--- config.mk ---
export PLATFORM = sky130hd
export DESIGN_NAME = pipe_mux_n
export DESIGN_NICKNAME = d
export VERILOG_FILES = /design/src/rtl/pipe_mux_n.sv
export SDC_FILE = /design/constraint.sdc
export NUM_CORES = 1
export LEC_CHECK = 0
export ABC_AREA = 0
export CAP_MARGIN = 20
export CORE_ASPECT_RATIO = 0.9
export CORE_UTILIZATION = 43
export DETAILED_ROUTE_END_ITERATION = 10
export PLACE_DENSITY = 0.81
export SETUP_SLACK_MARGIN = 0.1
export SYNTH_ARGS = -nofsm -noshare
export SYNTH_HDL_FRONTEND = slang
export SYNTH_SLANG_ARGS = --single-unit
--- constraint.sdc ---
create_clock -name clk -period 4.9 [get_ports clk]
set_input_delay 0.735 -clock clk [delete_from_list [all_inputs] [get_ports clk]]
set_output_delay 0.735 -clock clk [all_outputs]
set_load 0.05 [all_outputs]
--- src/rtl/pipe_mux_n.sv ---
// N-lane select mux with a registered ready/valid output and a two-entry
// (main + skid) buffer, so in_ready never depends combinationally on out_ready.
module pipe_mux_n #(
  parameter int WIDTH = 32,
  parameter int N_IN  = 4,
  parameter int SEL_W = 2
) (
  input  logic                  clk,
  input  logic                  rst,
  input  logic [N_IN*WIDTH-1:0] in_data,
  input  logic [SEL_W-1:0]      in_sel,
  input  logic                  in_valid,
  output logic                  in_ready,
  output logic [WIDTH-1:0]      out_data,
  output logic                  out_sel_err,
  output logic                  out_valid,
  input  logic                  out_ready
);

  typedef enum logic [1:0] {
    EMPTY = 2'd0,
    ONE   = 2'd1,
    FULL  = 2'd2
  } state_t;

  state_t           state_q, state_d;
  logic [WIDTH-1:0] main_data_q, main_data_d;
  logic             main_err_q, main_err_d;
  logic [WIDTH-1:0] skid_data_q, skid_data_d;
  logic             skid_err_q, skid_err_d;
  logic             in_ready_q, in_ready_d;

  logic             main_valid;
  logic             skid_valid;
  logic             acc;
  logic             drn;
  logic [WIDTH:0]   beat;

  // Returns {err, lane}; codes at or above N_IN fall back to lane 0 with err set.
  function automatic logic [WIDTH:0] pick_lane(input logic [N_IN*WIDTH-1:0] d,
                                               input logic [SEL_W-1:0]      s);
    logic [WIDTH:0] r;
    r = {1'b1, d[WIDTH-1:0]};
    for (int k = 0; k < N_IN; k++) begin
      if (s == SEL_W'(k)) r = {1'b0, d[k*WIDTH +: WIDTH]};
    end
    return r;
  endfunction

  // Entry valid bits are encoded by the occupancy state.
  assign main_valid = (state_q != EMPTY);
  assign skid_valid = (state_q == FULL);

  assign acc  = in_valid && in_ready_q;
  assign drn  = main_valid && out_ready;
  assign beat = pick_lane(in_data, in_sel);

  always_comb begin
    state_d     = state_q;
    main_data_d = main_data_q;
    main_err_d  = main_err_q;
    skid_data_d = skid_data_q;
    skid_err_d  = skid_err_q;
    case (state_q)
      EMPTY: begin
        if (acc) begin
          main_data_d = beat[WIDTH-1:0];
          main_err_d  = beat[WIDTH];
          state_d     = ONE;
        end
      end
      ONE: begin
        if (acc && drn) begin
          main_data_d = beat[WIDTH-1:0];
          main_err_d  = beat[WIDTH];
        end else if (acc) begin
          skid_data_d = beat[WIDTH-1:0];
          skid_err_d  = beat[WIDTH];
          state_d     = FULL;
        end else if (drn) begin
          state_d     = EMPTY;
        end
      end
      FULL: begin
        // in_ready is low here, so only a drain can happen.
        if (drn) begin
          main_data_d = skid_data_q;
          main_err_d  = skid_err_q;
          state_d     = ONE;
        end
      end
      default: state_d = EMPTY;
    endcase
    in_ready_d = (state_d != FULL);
  end

  always_ff @(posedge clk) begin
    if (rst) begin
      state_q     <= EMPTY;
      main_data_q <= '0;
      main_err_q  <= 1'b0;
      in_ready_q  <= 1'b1;
    end else begin
      state_q     <= state_d;
      main_data_q <= main_data_d;
      main_err_q  <= main_err_d;
      in_ready_q  <= in_ready_d;
    end
  end

  // Skid payload is only meaningful while FULL, so it needs no reset.
  always_ff @(posedge clk) begin
    skid_data_q <= skid_data_d;
    skid_err_q  <= skid_err_d;
  end

  assign in_ready    = in_ready_q;
  assign out_valid   = main_valid;
  assign out_data    = main_data_q;
  assign out_sel_err = main_err_q;

  logic unused_skid_valid;
  assign unused_skid_valid = skid_valid;

endmodule

==> flow_summary_export.csv <==
group,metric,value,unit
cells_and_area,finalCoreUtilization,0.6685,
yosys,synth_largest_type_area_fraction,0.2534,
worst_hold_path,min-delay-start,"out_data[18]$_SDFFE_PP0P_",
clock_network,cts_hold_repair.buffers,0,
yosys,ys_seq_elements,69,
die,start_util,0.4502,
cells_and_area,layout.nets,700,
clock_network,post-cts-setup-buffers,0,
die,die_h,92.48,µm
clock_network,cts.repair.resized,0,
sta,max_freq,382.6,MHz
status,outcome,"finished clean",
pwr,max-vdd-ir-drop,0.1508,mV
drt,wl_per_cell,15.28,µm
sta,final-setup-viol-count,0,
worst_hold_path,hold-path-endpoint,"out_data[18]$_SDFFE_PP0P_",
sta,worst_slack,2.286,ns
sta,worst_relative_slew_slack,0.3290,
yosys,netlist.top_cell.by_area,"edfxtp_1",
global_route,number_of_global_route_vias_before_repair,3443,
yosys,async_reset_ff_frac,0,
global_route,number_of_antenna_violations_at_the_first_check_in_global_routing,0,
die,x_dimension_of_the_die,102.5,µm
yosys,mappedNetlistArea,3911,µm²
sta,layout_worst_path_cycle_share,0.5335,
cells_and_area,layout.area.seq,1712,µm²
die,core_area,8688,µm²
worst_hold_path,worstHoldPathType,"reg -> reg",
yosys,syn-num-nets,554,
clock_network,cts-root-buf,"clkbuf_8",
cells_and_area,n_fill_cell,723,
cells_and_area,multiInputGateArea,1996,µm²
yosys,synth_enable_flop_cells,33,
yosys,yosysMostFrequentCell,"nor2_1",
sta,hold_violations,0,
yosys,yosysSeqAreaShare,0.4376,
setup_path,cp-start-kind,"flip-flop",
run,cap_violations,0,
placed_design,post-dp-hpwl,7.451,mm
placed_design,io_buf_count,168,
sta,timing_worst_slew_pin_value,1.005,ns
yosys,netlist_top_cells_area,"edfxtp_1 25%, dfxtp_1 18%, mux2_2 9.2%",
setup_path,worst_r2r_path_depth,5,
clock_network,path_clk_slew,0.07,ns
pwr,static-leakage-power,2.054,nW
worst_hold_path,min_delay_path_depth,2,
clock_network,ctsLongestPathBuffers,2,
yosys,post_synth_inst_count,420,
sta,final.setup.tns,0,ns
pwr,pwr_density_cell,268.6,nW/µm²
clock_network,cts_max_level,3,
sta,slew_violations,0,
placed_design,detailedPlace.worstSlack,1.733,ns
setup_path,timing_worst_setup_path_type,"reg -> out",
sta,rsz0062_at_grt,"false",
setup_path,crit_path_max_fanout,11,
global_route,grt_overflow_total,0,
cells_and_area,area_overhead_vs_synth,48.50,%
die,area_of_the_die,9482,µm²
cells_and_area,final_layout_size_suffix_gt1_frac,0.1068,
clock_network,tritoncts.num_buffers,9,
yosys,postSynthAreaPerCell,9.313,µm²
drt,drt_iter0_drc,201,
sta,worst_clock_skew,0.006765,ns
placed_design,final_weighted_congestion_of_routability_driven_global_placement,0.7804,
drt,route.vias.total,3783,
drt,drtAntennaViolNets,0,
yosys,post_synth_num_cell_types,30,
drt,via_per_inst,5.483,
drt,drc_violation_count_after_routing,0,
setup_path,r2r_end,"out_data[28]$_SDFFE_PP0P_",
global_route,largest_net_degree_at_the_start_of_global_routing,66,
global_route,track_usage,0.2203,
yosys,synth-warning-count,0,
yosys,ys.flop_type,"dfxtp_1",
setup_path,worstPathRequired,4.16,ns
drt,detailedRoute.firstPassIterationCount,4,
clock_network,clock_latency,0.34,ns
clock_network,sinks_on_clock_net,69,
cells_and_area,antenna_cells,0,
die,placement_rows,32,
die,floorplan.io_pins,169,
sta,post-route-min-period,2.614,ns
global_route,first_pass_grt_wire_length,16.10,mm
setup_path,arrival,1.88,ns
setup_path,r2r_start,"state_q[1]$_SDFF_PP0_",
setup_path,critical_path.endpoint_type,"output port",
yosys,synth.top_cells.by_count,"66 x nor2_1, 36 x dfxtp_1, 34 x nand2_1",
drt,finalWirelength,10.55,mm
clock_network,cts_tree,"built",
setup_path,ff2ff_setup_slack,2.67,ns
## how the worst max path moves through the flow
stage	startpoint	endpoint	slack, ns	cells after the start
finish	state_q[1]$_SDFF_PP0_	out_valid	2.29	2
global route	state_q[1]$_SDFF_PP0_	out_valid	2.23	2
CTS	out_ready	out_data[26]$_SDFFE_PP0P_	2.10	6
detailed placement	out_ready	out_data[27]$_SDFFE_PP0P_	1.73	6
global placement	out_ready	out_data[0]$_SDFFE_PP0P_	1.88	6
floorplan	out_ready	skid_data_q[0]$_DFFE_PP_	0.92	2
## placed cells by master, fill, tap and decap left out
master | synthesis | final
clkdlybuf4s50_1 | 0 | 166
nor2_1 | 66 | 66
dfxtp_1 | 36 | 36
nand2_1 | 34 | 34
mux2i_1 | 33 | 33
edfxtp_1 | 33 | 33
mux2_2 | 32 | 32
a21oi_1 | 32 | 32
nor3_1 | 32 | 32
a31oi_1 | 32 | 32
a311oi_1 | 32 | 32
clkbuf_8 | 0 | 11
buf_4 | 3 | 6
clkbuf_1 | 19 | 3
clkinv_2 | 0 | 2
buf_2 | 14 | 2
buf_12 | 0 | 2
inv_2 | 1 | 1
or2_2 | 1 | 1
nor2b_1 | 2 | 1
nor3b_2 | 0 | 1
nand3b_1 | 1 | 1
o31ai_4 | 1 | 1
nor2b_4 | 0 | 1
nand2b_1 | 1 | 1
nand4b_1 | 1 | 1
a211o_1 | 1 | 1
inv_1 | 1 | 1
o31a_1 | 1 | 1
a32oi_1 | 1 | 1
o21a_1 | 1 | 1
o22a_1 | 1 | 1
buf_8 | 0 | 1
conb_1 | 1 | 1
## cells by family after synthesis
logic type             share of synthesized area
flip-flops                                0.4376
multiplexers                              0.1766
AO/OA/AOI/OAI                             0.1801
buffers and inverters                    0.05534
AND/OR/NAND/NOR                           0.1494
other                                  0.0009588
## per-stage QoR
step           power (mW)  instance area (µm²)  instances  hold WS [ns]
6_report            1.560                 5808        690        0.4957
5_1_grt             1.633                 5808        690        0.5196
3_5_place_dp        1.156                 5600        672        0.4907
4_1_cts             1.566                 5773        688        0.4997
2_1_floorplan      0.9587                 3911        420        0.4804
3_3_place_gp        1.144                 5600        672        0.4825
## sequential cells by signal, indices dropped and copies added, names as in the netlist
| signal | flops |
|---|---|
| out_data | 32 |
| state_q | 2 |
| in_ready | 1 |
| skid_err_q | 1 |
| skid_data_q | 32 |
| out_sel_err | 1 |
## report_power, final
part	total (mW)	switching, mW	leakage, nW	internal (mW)
logic	0.482	0.253	1.37	0.229
registers	0.665	0.0190	0.596	0.646
clock network	0.413	0.203	0.0905	0.211
total	1.56	0.474	2.05	1.09
## area by class of cell
class | count | share of cell area
Sequential cell | 69 | 0.2947
Multi-Input combinational cell | 307 | 0.3436
Clock buffer | 14 | 0.02801
Clock inverter | 2 | 0.001723
Tap cell | 119 | 0.02564
Inverter | 2 | 0.001293
Timing Repair Buffer | 177 | 0.3050
## worst max-delay path, stage by stage, from the launching register on
cell	delay, ns
dfxtp_1	0.56
or2_2	0.19
clkdlybuf4s50_1	0.80
## routing by layer
layer,track usage,up-vias,wire length [µm]
met5,0,-,0
met4,0.05357,0,125
met3,0.06566,10,963
met2,0.3867,182,5289
met1,0.2599,1734,4166
li1,-,1857,-
Power figures use the tool's default switching activity.
